`src/rtl/pipe_ctrl_pkg.sv`:
```
// Shared encodings and defaults for the pipeline sequencing controller.
package pipe_ctrl_pkg;

  typedef enum logic {
    RUN   = 1'b0,
    DRAIN = 1'b1
  } ctrl_state_e;

  localparam int unsigned DRAIN_CYCLES_DEF = 3;
  localparam int unsigned CNT_W_DEF        = 16;

endpackage

```
`src/rtl/hazard_detect.sv`:
```
// Load-use comparator: ID reads a register that the load in EX has not yet returned.
module hazard_detect (
  input  logic       id_valid,
  input  logic [4:0] id_rs1,
  input  logic [4:0] id_rs2,
  input  logic       id_use_rs1,
  input  logic       id_use_rs2,
  input  logic       ex_valid,
  input  logic       ex_mem_read,
  input  logic [4:0] ex_rd,
  output logic       load_use
);

  logic rs1_hit_s;
  logic rs2_hit_s;

  assign rs1_hit_s = id_use_rs1 & (id_rs1 == ex_rd);
  assign rs2_hit_s = id_use_rs2 & (id_rs2 == ex_rd);
  // x0 is hardwired, so a load targeting it never creates a dependency
  assign load_use  = id_valid & ex_valid & ex_mem_read & (ex_rd != 5'd0) & (rs1_hit_s | rs2_hit_s);

endmodule

```
`src/rtl/pipe_hazard_ctrl.sv`:
```
// Pipeline enable/flush sequencer: freezes, redirect flushes, load-use interlocks
// and a counted drain ahead of serializing instructions, plus stall/flush counters.
module pipe_hazard_ctrl
  import pipe_ctrl_pkg::*;
#(
  parameter int unsigned DRAIN_CYCLES = DRAIN_CYCLES_DEF,
  parameter int unsigned CNT_W        = CNT_W_DEF
) (
  input  logic             clk,
  input  logic             rst,
  input  logic             id_valid,
  input  logic [4:0]       id_rs1,
  input  logic [4:0]       id_rs2,
  input  logic             id_use_rs1,
  input  logic             id_use_rs2,
  input  logic             id_serialize,
  input  logic             ex_valid,
  input  logic             ex_mem_read,
  input  logic [4:0]       ex_rd,
  input  logic             ex_redirect,
  input  logic             mem_busy,
  output logic             pc_en,
  output logic             if_id_en,
  output logic             id_ex_en,
  output logic             ex_mem_en,
  output logic             mem_wb_en,
  output logic             if_id_flush,
  output logic             id_ex_flush,
  output logic             ctrl_drain,
  output logic [CNT_W-1:0] stall_cnt,
  output logic [CNT_W-1:0] flush_cnt
);

  localparam int unsigned      DC_W       = $clog2(DRAIN_CYCLES);
  localparam logic [DC_W-1:0]  DRAIN_LOAD = DC_W'(DRAIN_CYCLES - 1);
  localparam logic [DC_W-1:0]  DRAIN_LAST = DC_W'(1);
  localparam logic [CNT_W-1:0] CNT_MAX    = {CNT_W{1'b1}};

  ctrl_state_e      state_r;
  ctrl_state_e      state_nxt_s;
  logic [DC_W-1:0]  drain_cnt_r;
  logic [DC_W-1:0]  drain_cnt_nxt_s;
  logic             ser_done_r;
  logic             ser_done_nxt_s;
  logic [CNT_W-1:0] stall_cnt_r;
  logic [CNT_W-1:0] flush_cnt_r;
  logic             stall_inc_s;
  logic             flush_inc_s;
  logic             load_use_s;

  hazard_detect u_hazard_detect (
    .id_valid    (id_valid),
    .id_rs1      (id_rs1),
    .id_rs2      (id_rs2),
    .id_use_rs1  (id_use_rs1),
    .id_use_rs2  (id_use_rs2),
    .ex_valid    (ex_valid),
    .ex_mem_read (ex_mem_read),
    .ex_rd       (ex_rd),
    .load_use    (load_use_s)
  );

  // Priority decision: enables, flushes, next state and counter strobes
  always_comb begin
    pc_en           = 1'b1;
    if_id_en        = 1'b1;
    id_ex_en        = 1'b1;
    ex_mem_en       = 1'b1;
    mem_wb_en       = 1'b1;
    if_id_flush     = 1'b0;
    id_ex_flush     = 1'b0;
    state_nxt_s     = state_r;
    drain_cnt_nxt_s = drain_cnt_r;
    ser_done_nxt_s  = ser_done_r;
    stall_inc_s     = 1'b0;
    flush_inc_s     = 1'b0;
    if (rst) begin
      pc_en       = 1'b0;
      if_id_en    = 1'b0;
      id_ex_en    = 1'b0;
      ex_mem_en   = 1'b0;
      mem_wb_en   = 1'b0;
      if_id_flush = 1'b1;
      id_ex_flush = 1'b1;
    end else if (mem_busy) begin
      pc_en       = 1'b0;
      if_id_en    = 1'b0;
      id_ex_en    = 1'b0;
      ex_mem_en   = 1'b0;
      mem_wb_en   = 1'b0;
      stall_inc_s = 1'b1;
    end else if (ex_valid & ex_redirect) begin
      // squashes ID, so any drain in progress belongs to a dead instruction
      if_id_flush     = 1'b1;
      id_ex_flush     = 1'b1;
      state_nxt_s     = RUN;
      drain_cnt_nxt_s = {DC_W{1'b0}};
      ser_done_nxt_s  = 1'b0;
      flush_inc_s     = 1'b1;
    end else if (state_r == DRAIN) begin
      pc_en           = 1'b0;
      if_id_en        = 1'b0;
      id_ex_flush     = 1'b1;
      stall_inc_s     = 1'b1;
      drain_cnt_nxt_s = drain_cnt_r - DC_W'(1);
      if (drain_cnt_r == DRAIN_LAST) begin
        state_nxt_s    = RUN;
        ser_done_nxt_s = 1'b1;
      end else begin
        state_nxt_s    = DRAIN;
      end
    end else if (load_use_s) begin
      pc_en       = 1'b0;
      if_id_en    = 1'b0;
      id_ex_flush = 1'b1;
      stall_inc_s = 1'b1;
    end else if (id_valid & id_serialize & ~ser_done_r) begin
      pc_en           = 1'b0;
      if_id_en        = 1'b0;
      id_ex_flush     = 1'b1;
      stall_inc_s     = 1'b1;
      state_nxt_s     = DRAIN;
      drain_cnt_nxt_s = DRAIN_LOAD;
    end else begin
      ser_done_nxt_s = 1'b0;
    end
  end

  // State, drain counter, serialize flag and saturating performance counters
  always_ff @(posedge clk) begin
    if (rst) begin
      state_r     <= RUN;
      drain_cnt_r <= {DC_W{1'b0}};
      ser_done_r  <= 1'b0;
      stall_cnt_r <= {CNT_W{1'b0}};
      flush_cnt_r <= {CNT_W{1'b0}};
    end else begin
      state_r     <= state_nxt_s;
      drain_cnt_r <= drain_cnt_nxt_s;
      ser_done_r  <= ser_done_nxt_s;
      if (stall_inc_s && (stall_cnt_r != CNT_MAX)) begin
        stall_cnt_r <= stall_cnt_r + CNT_W'(1);
      end else begin
        stall_cnt_r <= stall_cnt_r;
      end
      if (flush_inc_s && (flush_cnt_r != CNT_MAX)) begin
        flush_cnt_r <= flush_cnt_r + CNT_W'(1);
      end else begin
        flush_cnt_r <= flush_cnt_r;
      end
    end
  end

  assign ctrl_drain = (state_r == DRAIN);
  assign stall_cnt  = stall_cnt_r;
  assign flush_cnt  = flush_cnt_r;

endmodule

```
`config.mk`:
```
export PLATFORM = sky130hd
export DESIGN_NAME = pipe_hazard_ctrl
export DESIGN_NICKNAME = d
export VERILOG_FILES = /design/src/rtl/pipe_ctrl_pkg.sv /design/src/rtl/hazard_detect.sv /design/src/rtl/pipe_hazard_ctrl.sv
export SDC_FILE = /design/constraint.sdc
export NUM_CORES = 1
export LEC_CHECK = 0
export BUFFER_PORTS_ARGS = -buffer_cell sky130_fd_sc_hd__buf_2
export CAP_MARGIN = 0
export CORE_UTILIZATION = 35
export CTS_CLUSTER_DIAMETER = 100
export CTS_CLUSTER_SIZE = 28
export DETAILED_ROUTE_END_ITERATION = 7
export PLACE_DENSITY = 0.57
export SYNTH_ARGS = -nofsm -noshare
export SYNTH_HDL_FRONTEND = slang
export SYNTH_HIERARCHICAL = 1
export SYNTH_SLANG_ARGS = --single-unit
```
`constraint.sdc`:
```
create_clock -name clk -period 2.5 [get_ports clk]
set_input_delay 0.125 -clock clk [delete_from_list [all_inputs] [get_ports clk]]
set_output_delay 0.125 -clock clk [all_outputs]
set_load 0.005 [all_outputs]
```
==> impl_metrics.tcl, run 1 <==
set metrics [dict create \
    cts.sinks 36 \
    path_common_cell "xor2_1" \
    vdd_drop_max_mv 0.256 \
    top_usage_layer "met2" \
    drive_gt1_share_pct 27.2 \
    worstHoldStart "rst" \
    worst_pin_slew_ps 502 \
    synth_seq_cells 36 \
    crit_type "in2reg" \
    ctsResizeCount 0 \
    critPathSlowestCell "or4b_1" \
    max_freq_mhz 495 \
    cp.required_ps 2670 \
    synthAdderAreaFrac_pct 1.86 \
    slew_viol_final 0 \
    worstSetupEndpointType "flip-flop" \
    drv_cap 0 \
    synth_cells 239 \
    finalSetupTns_ps 0 \
    design.die.area_um2 6080 \
    use_met2_pct 27.2 \
    port_buffers 64 \
    ys_types 48 \
    core_area_um2 5540 \
    clk_pin_slew_ps 80 \
    h-tree-depth 2 \
    syn_nets 267 \
    grt_first_pass_wirelength_um 8070 \
    synth_top_family_by_area "simple AND/OR/NAND/NOR gates" \
    post-route-drc-count 0 \
    leakage_nw 1.01 \
    r2r_start "stall_cnt[12]" \
    cp_max_fo 3 \
    yosysSeqAreaShare_pct 35.6 \
    grt.met1_usage_pct 21.3 \
    clkLatencyLatePin_ps 280 \
    routed_wl_um 4700 \
    hp-class "in2reg" \
    antenna_cells 0 \
    crit_start "ex_rd[0]" \
    holdBufCountCts 0 \
    critical_path_buf_inv_count 1 \
    cts_buffers 5 \
    synth_warnings 6 \
    finalHoldViolations 0 \
    track_usage_pct 16.4 \
    yosys.area_share.simple_pct 26.7 \
    drt-initial-drc-count 70 \
    slowest_delay_ps 530 \
    syn_area_um2 2020 \
    synth_mux_area_share_pct 1.98 \
    outcome "finished clean" \
    cts_tree "yes" \
    finClkSkew_ps 14.0 \
    die_h_um 78.0 \
    avgSynthCellArea_um2 8.46 \
    gp_congestion 0.818 \
    antenna_found_initial 0 \
    final.fill_count 585 \
    synth-edff-count 0 \
    power_density_nw_per_um2 453 \
    use_met3_pct 4.00 \
    synthFlopType "dfxtp_1" \
    fin_crit_sh_pct 80.7 \
    antenna_left 0 \
    start_util_pct 36.5 \
    rsz0062_at_grt "false" \
    grt_start_max_net_pins 29 \
    synth_compound_gate_area_share_pct 16.5 \
    area_delta_synth_final_pct 22.8 \
    vias_per_cell 5.26 \
    post_cts_buffers 0 \
    setup_viol 0 \
    fin_util_pct 44.8 \
    fp-row-count 27 \
    async_reset_ff_share_pct 0 \
    dr.pass1.iters 4 \
    cp-start-kind "input pin" \
    period_needed_ps 2020 \
    clockBufferDepth 2 \
    vias 1967 \
    dp_hpwl_um 3480 \
    slew_headroom_pct 66.3 \
    boundaryPins 65 \
    worstPathCellList "buf_2, xor2_1, nor4_1, nand3_1, a21oi_1, nor3_1, a221o_1, or4b_1, xor2_1, nor2_1" \
    fin_nets 329 \
    grt_overflow 0 \
    wl_per_cell_um 12.6 \
    worst-endpoint-arrival_ps 2190 \
    grt_pass1_vias 1791 \
    clock-root-buffer "clkbuf_8" \
    critPathTopFamily "simple AND/OR/NAND/NOR gates" \
    die_w_um 78.0 \
    synth_xor_area_share_pct 12.1 \
]
cells by family after synthesis:
group                    count (synthesis)
AO/OA/AOI/OAI                           43
XOR/XNOR                                28
adder cells (fa/ha/maj)                  3
buffers and inverters                   22
flip-flops                              36
multiplexers                             4
AND/OR/NAND/NOR                        103
flip-flops by register name (all words and copies together), names as in the netlist:
name	flops
ser_done_r	1
flush_cnt	16
ctrl_drain	1
stall_cnt	16
drain_cnt_r	2
cells in the final DEF (no fill, tap or decap), drive strengths merged, types with 2 or more instances in the layout:
| master | count |
|---|---|
| or3 | 3 |
| a21oi | 7 |
| clkinv | 3 |
| mux2i | 4 |
| ha | 3 |
| nor3 | 10 |
| o21ai | 11 |
| nand2 | 16 |
| nand4 | 5 |
| nor2b | 2 |
| nor4 | 7 |
| and3 | 2 |
| or4 | 3 |
| o41ai | 2 |
| nor2 | 30 |
| xnor2 | 10 |
| o31ai | 2 |
| inv | 8 |
| clkbuf | 6 |
| buf | 68 |
| a311oi | 2 |
| xor2 | 18 |
| a31oi | 2 |
| dfxtp | 36 |
| o211ai | 4 |
| or4b | 2 |
| nor4b | 2 |
| o2111ai | 5 |
| and4 | 4 |
| nand3 | 13 |
worst reg2reg max path: cells and delay by family, from the launching register on:
family / cells / cell delay [ps]
AND/OR/NAND/NOR: 3 / 940
flip-flops: 1 / 430
AO/OA/AOI/OAI: 1 / 280
multiplexers: 1 / 210
area by class of cell:
class	instances	area [um^2]	area share [%]
Clock buffer	6	82.6	3.33
Clock inverter	2	10.0	0.403
Inverter	9	33.8	1.36
Multi-Input combinational cell	181	1190	48.1
Sequential cell	36	721	29.0
Tap cell	72	90.1	3.63
Timing Repair Buffer	68	350	14.1
cell usage after synthesis (all sizes together) (2+ instances only):
cell | n | area share [%]
and4 | 4 | 1.7
nor4b | 2 | 0.87
nand3 | 13 | 3.2
and3 | 2 | 0.62
nor4 | 7 | 2.2
or4 | 3 | 1.1
nand2 | 16 | 3.0
clkbuf | 5 | 0.99
a311oi | 2 | 0.87
xnor2 | 10 | 4.3
a31oi | 2 | 0.62
o2111ai | 5 | 2.2
nand4 | 5 | 1.5
o21ai | 11 | 3.3
buf | 8 | 2.6
nor2 | 30 | 5.6
inv | 8 | 1.5
o41ai | 2 | 0.87
xor2 | 18 | 7.8
or3 | 3 | 0.93
o211ai | 4 | 1.7
o31ai | 2 | 0.74
nor3 | 10 | 2.5
mux2i | 4 | 2.0
dfxtp | 36 | 36
a21oi | 7 | 1.7
or4b | 2 | 0.99
ha | 3 | 1.9
nor2b | 2 | 0.62
power breakdown:
part	leakage, nW	switching, mW	internal [mW]
registers	0.291	0.00797	0.580
logic	0.665	0.0615	0.0521
clock network	0.0510	0.203	0.220
through the flow:
| step | instance area [um^2] | hold slack (ps) | cells | worst slack, ps | power (mW) |
|---|---|---|---|---|---|
| floorplan | 2020 | 352 | 239 | 316 | 0.671 |
| global placement | 2390 | 443 | 366 | 185 | 0.714 |
| detailed placement | 2390 | 437 | 366 | 169 | 0.715 |
| CTS | 2480 | 141 | 374 | 471 | 1.14 |
| global route | 2480 | 164 | 374 | 242 | 1.18 |
| finish | 2480 | 145 | 374 | 481 | 1.12 |
per-layer routing:
metal | up-vias | share of wire (%)
met2 | 78 | 44
met4 | 0 | 0.91
met3 | 7 | 6.9
li1 | 998 | -
met5 | - | 0
met1 | 884 | 48
path summary, 6_finish.rpt:
check,cells past startpoint,endpoint,slack (ps)
min,2,ser_done_r,140
min reg2reg,2,stall_cnt[15],480
max reg2reg,5,stall_cnt[1],520
max,10,stall_cnt[8],480
No activity file was read; power rests on OpenSTA's default activity.
==> inputs of run 2 (changes only) <==
Settings changed: ABC_AREA set to 1, PLACE_DENSITY 0.57 to 0.55.
Clock period 2.5 ns to 1.95 ns, I/O delays scaled along.
==> run 2 against run 1 <==
The flow now finishes with violations (DRC). First-iteration DRC count rose by 47%. Total power rose by 42%. Utilization rose by 0.080 points. Sequential power rose by 29%. Clock power rose by 56%. Non-clock buffer count rose by 4. Worst hold slack got worse by 66 ps. Sequential share of layout area fell by 4.3 points. Worst setup slack got worse by 160 ps. Highest routed layer unchanged.
==> impl_metrics.tcl, run 2 <==
set metrics [dict create \
    cp-start-kind "flip-flop" \
    antenna_found_initial 0 \
    grt_start_max_net_pins 27 \
    track_usage_pct 17.4 \
    dr.pass1.iters 6 \
    slew_headroom_pct 73.9 \
    p_clk_share_pct 41.4 \
    finalHoldViolations 0 \
    avgSynthCellArea_um2 5.84 \
    cp_max_fo 17 \
    antenna_left 0 \
    synth_mux_area_share_pct 0 \
    yosysSeqAreaShare_pct 30.0 \
    critPathSlowestCell "dfxtp_1" \
    drive_gt1_share_pct 19.5 \
    cts_tree "yes" \
    p_comb_share_pct 11.3 \
    max_freq_mhz 616 \
    final.fill_count 725 \
    vdd_drop_max_mv 0.234 \
    async_reset_ff_share_pct 0 \
    fin_util_pct 44.9 \
    design.die.area_um2 7210 \
    clkLatencyLatePin_ps 290 \
    gp_congestion 0.854 \
    post-route-drc-count 1 \
    drt-initial-drc-count 103 \
    cts_buffers 5 \
    clock-root-buffer "clkbuf_8" \
    worstReg2RegEnd "stall_cnt[8]" \
    crit_type "reg2reg" \
    violations "DRC" \
    worstSetupEndpointType "flip-flop" \
    synthFlopType "dfxtp_1" \
    synth_seq_cells 36 \
    core_area_um2 6490 \
    layout_common_cells "nand2_1 (159), buf_2 (64), nor2_1 (62)" \
    synthAdderAreaFrac_pct 1.56 \
    grt_first_pass_wirelength_um 10300 \
    fin_crit_sh_pct 83.3 \
    ys_top_cells_by_count "nand2_1 (159), nor2_1 (62), inv_1 (44), dfxtp_1 (36), a21oi_1 (26)" \
    worstHoldStart "rst" \
    yosys.area_share.simple_pct 43.1 \
    crit_start "stall_cnt[0]" \
    hp-class "in2reg" \
    worstPathCellList "ha_1, nand3_1, inv_1, nand2_1, nor2_1, nor2_4, nand3_1, nand2_1, nor2_1" \
    worst_pin_slew_ps 391 \
    ys_types 26 \
    cp.required_ps 2130 \
    synth_area_leaders "dfxtp_1 (30%), nand2_1 (25%), nor2_1 (9.7%)" \
    grt_overflow 0 \
    final_common_cell "nand2_1" \
    wl_per_cell_um 10.6 \
    synth_area_leader_cell "dfxtp_1" \
    synth_xor_area_share_pct 4.00 \
    post_cts_buffers 0 \
    period_needed_ps 1620 \
    area_delta_synth_final_pct 21.2 \
    antenna_cells 0 \
    port_buffers 64 \
    ctsResizeCount 0 \
    synth_top_family_by_area "simple AND/OR/NAND/NOR gates" \
    holdBufCountCts 0 \
    p_sw_share_pct 25.1 \
    fp-row-count 29 \
    clockBufferDepth 2 \
    internal-power_mw 1.20 \
    die_w_um 84.9 \
    slew_viol_final 0 \
    outcome "finished, violations left" \
    finalSetupTns_ps 0 \
    syn_nets 440 \
    start_util_pct 37.0 \
    h-tree-depth 2 \
    clk_pin_slew_ps 80 \
    power_density_nw_per_um2 548 \
    pwr-share-seq_pct 47.3 \
    synth-edff-count 0 \
    rsz0062_at_grt "false" \
    syn_area_um2 2410 \
    synth_compound_gate_area_share_pct 10.5 \
    dp_hpwl_um 4500 \
    setup_viol 0 \
    drv_cap 0 \
    worst-endpoint-arrival_ps 1800 \
    reg2reg_slack_ps 330 \
    reg2reg_depth 9 \
    synth_warnings 6 \
    p_switching_uw 401 \
    endpoint "stall_cnt[8]" \
    vias_per_cell 4.65 \
    r2r_start "stall_cnt[0]" \
    synthDominantCellAreaShare_pct 30.0 \
    cts.sinks 36 \
    finClkSkew_ps 11.5 \
    routed_wl_um 5900 \
    boundaryPins 65 \
    slowest_delay_ps 340 \
    grt_pass1_vias 2346 \
    die_h_um 84.9 \
    leakage_nw 1.38 \
    synth_cells 412 \
    synth.most_common_cell "nand2_1" \
    vias 2596 \
    fin_nets 508 \
]
## run 2: cell types whose count changed after synthesis, sizes merged, moves of 5 or more
| cell | change |
|---|---|
| o2111ai | -5 |
| inv | +40 |
| a21oi | +20 |
| nor2 | +37 |
| o21ai | +6 |
| nand2 | +147 |
| nor3 | -10 |
| xor2 | -14 |
| nor4 | -7 |
| nand4 | +5 |
## run 2: kinds of logic after synthesis
kind of cell / after synthesis
AOI/OAI and AO/OA: 47
buffers and inverters: 60
and+or+nand+nor: 255
DFF: 36
xor gates and xnor gates: 11
adders and majority gates: 3
## run 2: worst min path at each step
stage,depth (start not counted),endpoint
5_1_grt,2,ctrl_drain
3_3_place_gp,2,ctrl_drain
2_1_floorplan,1,ex_mem_en
4_1_cts,2,ctrl_drain
3_5_place_dp,2,ctrl_drain
6_report,2,ctrl_drain
## run 2: area by class of cell
class                   count  area, um^2  share of cell area [%]
multi-input cells         316        1430                    48.9
flip-flops and latches     36         721                    24.7
repair buffers             72         380                    13.0
inverters                  49         184                    6.31
well taps                  77        96.3                    3.30
clock buffers               6        72.6                    2.49
clock inverters             2        35.0                    1.20
## run 2: metal layers
| layer | up-vias | routed length, um | global-route usage [%] |
|---|---|---|---|
| li1 | 1416 | - | - |
| met1 | 1123 | 3010 | 23.2 |
| met2 | 55 | 2600 | 28.8 |
| met3 | 2 | 262 | 3.60 |
| met4 | 0 | 29 | 4.16 |
| met5 | - | 0 | 0 |
## run 2: worst max-delay path, delay by kind of cell, from the launching register on
kind                       cells  cell delay, ps
adders and majority gates      1             220
buffers and inverters          1              50
DFF                            1             340
and+or+nand+nor                7             900
## run 2: per-stage QoR
step	worst slack [ps]	cell area [um^2]	total power, mW	instances	hold WS [ps]
after CTS	132	2910	1.62	558	62.7
after global routing	115	2920	1.68	558	61.5
after global placement	194	2800	0.954	550	365
after floorplan	445	2410	0.888	412	251
final	326	2920	1.60	558	78.1
after detailed placement	167	2800	0.955	550	360
## run 2: power by group through the flow
stage | logic [mW] | registers [mW] | clock network (mW)
3_3_place_gp | 0.182 | 0.772 | 0
3_5_place_dp | 0.182 | 0.772 | 0
2_1_floorplan | 0.116 | 0.772 | 0
6_report | 0.181 | 0.756 | 0.661
4_1_cts | 0.183 | 0.755 | 0.683
5_1_grt | 0.207 | 0.758 | 0.720
